File: src/rtl/rgb565_gray_stream_ctrl.sv
// rgb565_gray_stream_ctrl
//   Frame sequencer around an RGB565 -> 8-bit grayscale converter. Accepts 32-bit
//   words carrying two RGB565 pixels each, converts both pixels, and packs four gray
//   bytes per 32-bit output word. An odd number of pixel pairs ends with a
//   zero-padded flush word. Software arms a frame with start/pixelCount and
//   watches busy/done.
//   Optional feature macro: RGB565_GRAY_THRESHOLD_EN (adds an 8-bit threshold port
//   and binarises each gray byte to 8'hFF / 8'h00).
module rgb565_gray_stream_ctrl #(
  parameter int CNT_WIDTH = 20
) (
  input  logic                 clock,
  input  logic                 nReset,
  input  logic                 start,
  input  logic [CNT_WIDTH-1:0] pixelCount,
`ifdef RGB565_GRAY_THRESHOLD_EN
  input  logic [7:0]           threshold,
`endif
  output logic                 busy,
  output logic                 done,
  input  logic                 s_valid,
  output logic                 s_ready,
  input  logic [31:0]          s_data,
  output logic                 m_valid,
  input  logic                 m_ready,
  output logic [31:0]          m_data
);

  typedef enum logic [1:0] {
    ST_IDLE,
    ST_RUN,
    ST_FLUSH,
    ST_DRAIN
  } state_e;

  state_e               state_q, state_d;
  logic [CNT_WIDTH-1:0] remaining_q, remaining_d;
  logic                 half_q, half_d;
  logic [15:0]          half_buf_q, half_buf_d;
  logic                 m_valid_q, m_valid_d;
  logic [31:0]          m_data_q, m_data_d;
  logic                 done_q, done_d;
  logic [7:0]           gray0, gray1;
  logic                 accept;
`ifdef RGB565_GRAY_THRESHOLD_EN
  logic [7:0]           thr_q, thr_d;
`endif

  // Expand RGB565 to 8 bits per channel by replication, then weight and truncate.
  // The weights sum to 256, so the worst case (all 255) is 65280 and fits 16 bits.
  function automatic logic [7:0] gray565(input logic [15:0] px);
    logic [7:0]  r8, g8, b8;
    logic [15:0] acc;
    r8  = {px[15:11], px[15:13]};
    g8  = {px[10:5], px[10:9]};
    b8  = {px[4:0], px[4:2]};
    acc = 16'd54 * 16'(r8) + 16'd183 * 16'(g8) + 16'd19 * 16'(b8);
    return acc[15:8];
  endfunction

  // Per-pixel gray bytes for the word currently offered on the input.
  always_comb begin
    gray0 = gray565(s_data[31:16]);
    gray1 = gray565(s_data[15:0]);
`ifdef RGB565_GRAY_THRESHOLD_EN
    gray0 = (gray0 >= thr_q) ? 8'hFF : 8'h00;
    gray1 = (gray1 >= thr_q) ? 8'hFF : 8'h00;
`endif
  end

  // Next-state, handshake and output-word loading for the frame sequencer.
  // NOTE: every signal written here gets a default first so no path leaves it
  // unassigned; otherwise synthesis would infer a latch.
  always_comb begin
    state_d     = state_q;
    remaining_d = remaining_q;
    half_d      = half_q;
    half_buf_d  = half_buf_q;
    m_valid_d   = m_valid_q & ~m_ready;
    m_data_d    = m_data_q;
    done_d      = 1'b0;
    s_ready     = 1'b0;
    accept      = 1'b0;
`ifdef RGB565_GRAY_THRESHOLD_EN
    thr_d       = thr_q;
`endif

    case (state_q)
      ST_IDLE: begin
        if (start) begin
          remaining_d = {pixelCount[CNT_WIDTH-1:1], 1'b0};
          half_d      = 1'b0;
`ifdef RGB565_GRAY_THRESHOLD_EN
          thr_d       = threshold;
`endif
          state_d     = (pixelCount[CNT_WIDTH-1:1] == '0) ? ST_DRAIN : ST_RUN;
        end
      end

      ST_RUN: begin
        // A completing word needs the output register free (or freeing this cycle);
        // a first-half word only needs the half-buffer.
        s_ready = (remaining_q != '0) && (!half_q || !m_valid_q || m_ready);
        accept  = s_valid && s_ready;
        if (accept) begin
          remaining_d = remaining_q - CNT_WIDTH'(2);
          if (!half_q) begin
            half_buf_d = {gray0, gray1};
            half_d     = 1'b1;
          end else begin
            m_data_d   = {half_buf_q, gray0, gray1};
            m_valid_d  = 1'b1;
            half_d     = 1'b0;
          end
          if (remaining_q == CNT_WIDTH'(2)) begin
            state_d = half_d ? ST_FLUSH : ST_DRAIN;
          end
        end
      end

      ST_FLUSH: begin
        if (!m_valid_q || m_ready) begin
          m_data_d  = {half_buf_q, 16'h0000};
          m_valid_d = 1'b1;
          half_d    = 1'b0;
          state_d   = ST_DRAIN;
        end
      end

      ST_DRAIN: begin
        if (!m_valid_q || m_ready) begin
          done_d  = 1'b1;
          state_d = ST_IDLE;
        end
      end

      default: state_d = ST_IDLE;
    endcase
  end

  // State and datapath registers; reset drops any frame in progress.
  // NOTE: sequential state uses non-blocking assignments so every register
  // samples the pre-edge values regardless of statement order.
  always_ff @(posedge clock or negedge nReset) begin
    if (!nReset) begin
      state_q     <= ST_IDLE;
      remaining_q <= '0;
      half_q      <= 1'b0;
      half_buf_q  <= '0;
      m_valid_q   <= 1'b0;
      m_data_q    <= '0;
      done_q      <= 1'b0;
`ifdef RGB565_GRAY_THRESHOLD_EN
      thr_q       <= '0;
`endif
    end else begin
      state_q     <= state_d;
      remaining_q <= remaining_d;
      half_q      <= half_d;
      half_buf_q  <= half_buf_d;
      m_valid_q   <= m_valid_d;
      m_data_q    <= m_data_d;
      done_q      <= done_d;
`ifdef RGB565_GRAY_THRESHOLD_EN
      thr_q       <= thr_d;
`endif
    end
  end

  assign busy    = (state_q != ST_IDLE);
  assign done    = done_q;
  assign m_valid = m_valid_q;
  assign m_data  = m_data_q;

endmodule

File: config.mk
export PLATFORM = sky130hd
export DESIGN_NAME = rgb565_gray_stream_ctrl
export DESIGN_NICKNAME = d
export VERILOG_FILES = /design/src/rtl/rgb565_gray_stream_ctrl.sv
export SDC_FILE = /design/constraint.sdc
export NUM_CORES = 1
export LEC_CHECK = 0
export ABC_CLOCK_PERIOD_IN_PS = 2200
export CAP_MARGIN = 0
export CORE_UTILIZATION = 30
export CTS_BUF_LIST = sky130_fd_sc_hd__clkbuf_16
export DETAILED_ROUTE_END_ITERATION = 7
export GPL_TIMING_DRIVEN = 1
export SLEW_MARGIN = 20
export SYNTH_ARGS = -nofsm -noshare
export SYNTH_HDL_FRONTEND = slang
export SYNTH_SLANG_ARGS = --single-unit
File: constraint.sdc
create_clock -name clock -period 2.2 [get_ports clock]
set_input_delay 0.66 -clock clock [delete_from_list [all_inputs] [get_ports clock]]
set_output_delay 0.66 -clock clock [all_outputs]
set_load 0.01 [all_outputs]
==> results by group <==
STA
  • Setup ws final: -3120 ps
  • Max Fclk: 0.188 GHz
  • RSZ-0062 raised after global routing: true
  • Worst-Margin Slew: 602 ps
  • Slew Limit Fails: 0
  • Skew final: 7.80 ps
  • # setup viols final: 70
  • Fin. Hold Viols: 0
  • Min Tclk post-route: 5320 ps
  • Rel. slew slack: 59.5%
  • Final period util: 242%

Synth
  • Post-synthesis sequential area ratio: 18.6%
  • Netlist cell types: 61
  • Cell with the most instances after synthesis: inv_1
  • EDFF count, synth: 0
  • Ys Warns: 0
  • Area leader, netlist: fa_1
  • Post-synth top cells: inv_1 (225), ha_1 (162), fa_1 (120)
  • Post-synthesis cell count: 997
  • Mapped Avg Cell Area: 9.70 µm²
  • Dominant cells by area after synthesis: fa_1 (25%), ha_1 (21%), dfrtp_1 (19%), inv_1 (8.7%), nand2_1 (3.1%)
  • Synthesized Nets: 1336
  • Ys flop type: dfrtp_1
  • Register bit total from synthesis: 72
  • Fraction of registers with async set/reset: 100%
  • Post-Syn Area: 0.00967 mm²
  • Yosys top cell area share: 24.8%

Floorplan
  • Die Y: 182 µm
  • Area of the core: 0.0316 mm²
  • Initial core utilization: 30.6%
  • Row count: 65
  • Die W: 182 µm
  • Full die area: 0.0329 mm²
  • IO Count: 93

Setup path
  • Worst path slowest cell: fa_1
  • Largest stage delay, worst path: 550 ps
  • Reg2reg path depth: 9
  • Worst Setup End Kind: flip-flop
  • CP Launch Type: primary input
  • Crit path max fanout: 4
  • Worst EP arrival: 5550 ps
  • Most frequent cell on the critical path: fa_1
  • Cell Chain, Critical Path: buf_12, fa_2, fa_1, inv_1, fa_1, inv_2, fa_1, inv_1, fa_1, inv_1, fa_1, ha_1, and3_1, a221o_1, and2_4, a311o_1, xor2_1, mux2_2
  • Worst setup startpoint: s_data[26]
  • Worst reg2reg setup slack: -300 ps
  • Critical path required time: 2430 ps
  • Worst Path Buf+Inv: 5
  • Worst path top cell family by delay: adder cells
  • CP Class: primary input to flip-flop
  • RR Startpoint: remaining_q[17]
  • Critical R2R Capture: remaining_q[10]

Placement
  • Routability cong.: 0.843
  • DP HPWL: 20.0 mm
  • IO Port Bufs: 91

Global routing
  • Busiest grt layer: met2
  • Largest net degree at the start of global routing: 38
  • GRT overflow: 0
  • Initial antenna violation count: 0
  • Vias in the first global route: 8319
  • Grt met1 use: 20.1%
  • M2 GR Usage: 27.9%
  • GRT Total Usage: 15.7%
  • First-pass GRT wire length: 41.4 mm
  • GRT met3 Usage: 1.56%

Finish
  • Antenna Cells: 0
  • Final core utilization: 43.8%
  • Share of cells above drive strength 1: 31.2%
  • Nets@finish: 1647
  • Multi-input gate area: 0.00762 mm²
  • Area Growth Syn to Fin: 43.3%
  • Fill count: 2956
  • Area occupied by registers: 0.00180 mm²

Routing
  • Drt wl/cell: 14.4 µm
  • DR pass1 iterations: 4
  • Final wirelength: 24.8 mm
  • Routed Antenna Nets: 0
  • Via density: 4.57
  • Vias post-DR: 7831
  • Residual DRC: 0
  • Starting DRC count in detailed routing: 221

Worst hold path
  • HP Class: primary input to async pin

Clocking
  • Root Driver: clkbuf_16
  • Register clock-pin slew on the reported worst setup and hold paths: 60 ps
  • Htree depth: 3
  • TritonCTS Buffers: 9
  • CTS tree: built
  • CTS max path bufs: 2
  • Worst-Skew Late Latency: 340 ps
  • CTS Sinks: 72

Status
  • Status: complete, but fails checks
  • Failing checks: setup timing

Run
  • Max_cap viols: 0
## worst max path at each step
stage | to | slack (ps) | cells after the start
after floorplan | half_buf_q[6] | -3100 | 17
after global placement | half_buf_q[10] | -3940 | 18
after detailed placement | m_data[7] | -4040 | 16
after CTS | half_buf_q[10] | -3150 | 18
after global routing | half_buf_q[14] | -3220 | 20
final | half_buf_q[10] | -3120 | 18
## layout make-up
cell class	instances	area share, %
Timing Repair Buffer	320	20.2
Tap cell	402	3.63
Clock buffer	9	1.63
Inverter	225	6.10
Clock inverter	7	0.443
Multi-Input combinational cell	680	55.0
Sequential cell	72	13.0
## routing by layer
metal | wire, µm | vias to the layer above
li1 | - | 3880
met5 | 0 | -
met1 | 11200 | 3825
met2 | 12600 | 102
met4 | 421 | 0
met3 | 531 | 24
## logic make-up after synthesis
group | after synthesis | share of synthesized area, %
buffers and inverters | 245 | 10.0
xor gates and xnor gates | 44 | 3.99
and+or+nand+nor | 188 | 9.53
muxes | 15 | 1.73
DFF | 72 | 18.6
adders and majority gates | 282 | 45.8
AOI/OAI and AO/OA | 151 | 10.3
## registers in the layout (all words and copies together), names as in the netlist
signal       flops
m_data          32
remaining_q     19
half_buf_q      16
state_q          2
done             1
half_q           1
m_valid          1
## placed cells by master (no fill, tap or decap), drive strengths merged, types with 14 or more instances in the layout
cell type and n:
fa 120, clkdlybuf4s50 57, xor2 24, ha 162, nor2 30, mux2 14, nand2 79, buf 240
dfrtp 72, o21ai 31, xnor2 20, a22o 15, dlygate4sd2 17, nor3 18, a21oi 46, inv 229
## per-stage QoR
| step | hold WS (ps) | cell area [µm²] | setup slack [ps] | instances | TNS, ps |
|---|---|---|---|---|---|
| after floorplan | 364 | 9760 | -3100 | 997 | -94080 |
| after global placement | 444 | 12600 | -3940 | 1671 | -127800 |
| after detailed placement | 451 | 12600 | -4040 | 1671 | -130970 |
| after CTS | 287 | 13600 | -3150 | 1710 | -97940 |
| after global routing | 313 | 13900 | -3220 | 1715 | -106730 |
| final | 281 | 13900 | -3120 | 1715 | -98070 |
## repair_timing
action / CTS / global route
endpoints found under the setup margin: 60 / 71
setup buffers: 22 / 9
pin swaps: 96 / 61
hold buffers: 0 / 0
resized for setup: 207 / 56
cloned: 2 / 0
## worst reg2reg max path: stages, from the launching register on
cell and delay (ps):
dfrtp_1 390, or4_4 540, nand3b_4 180, buf_6 130
buf_6 110, o211ai_1 230, a211oi_2 130, buf_6 150
a22o_1 210, a221o_1 320
Power is not shown: default switching activity piles up to over one toggle a cycle in this logic, so the estimate is an artifact.
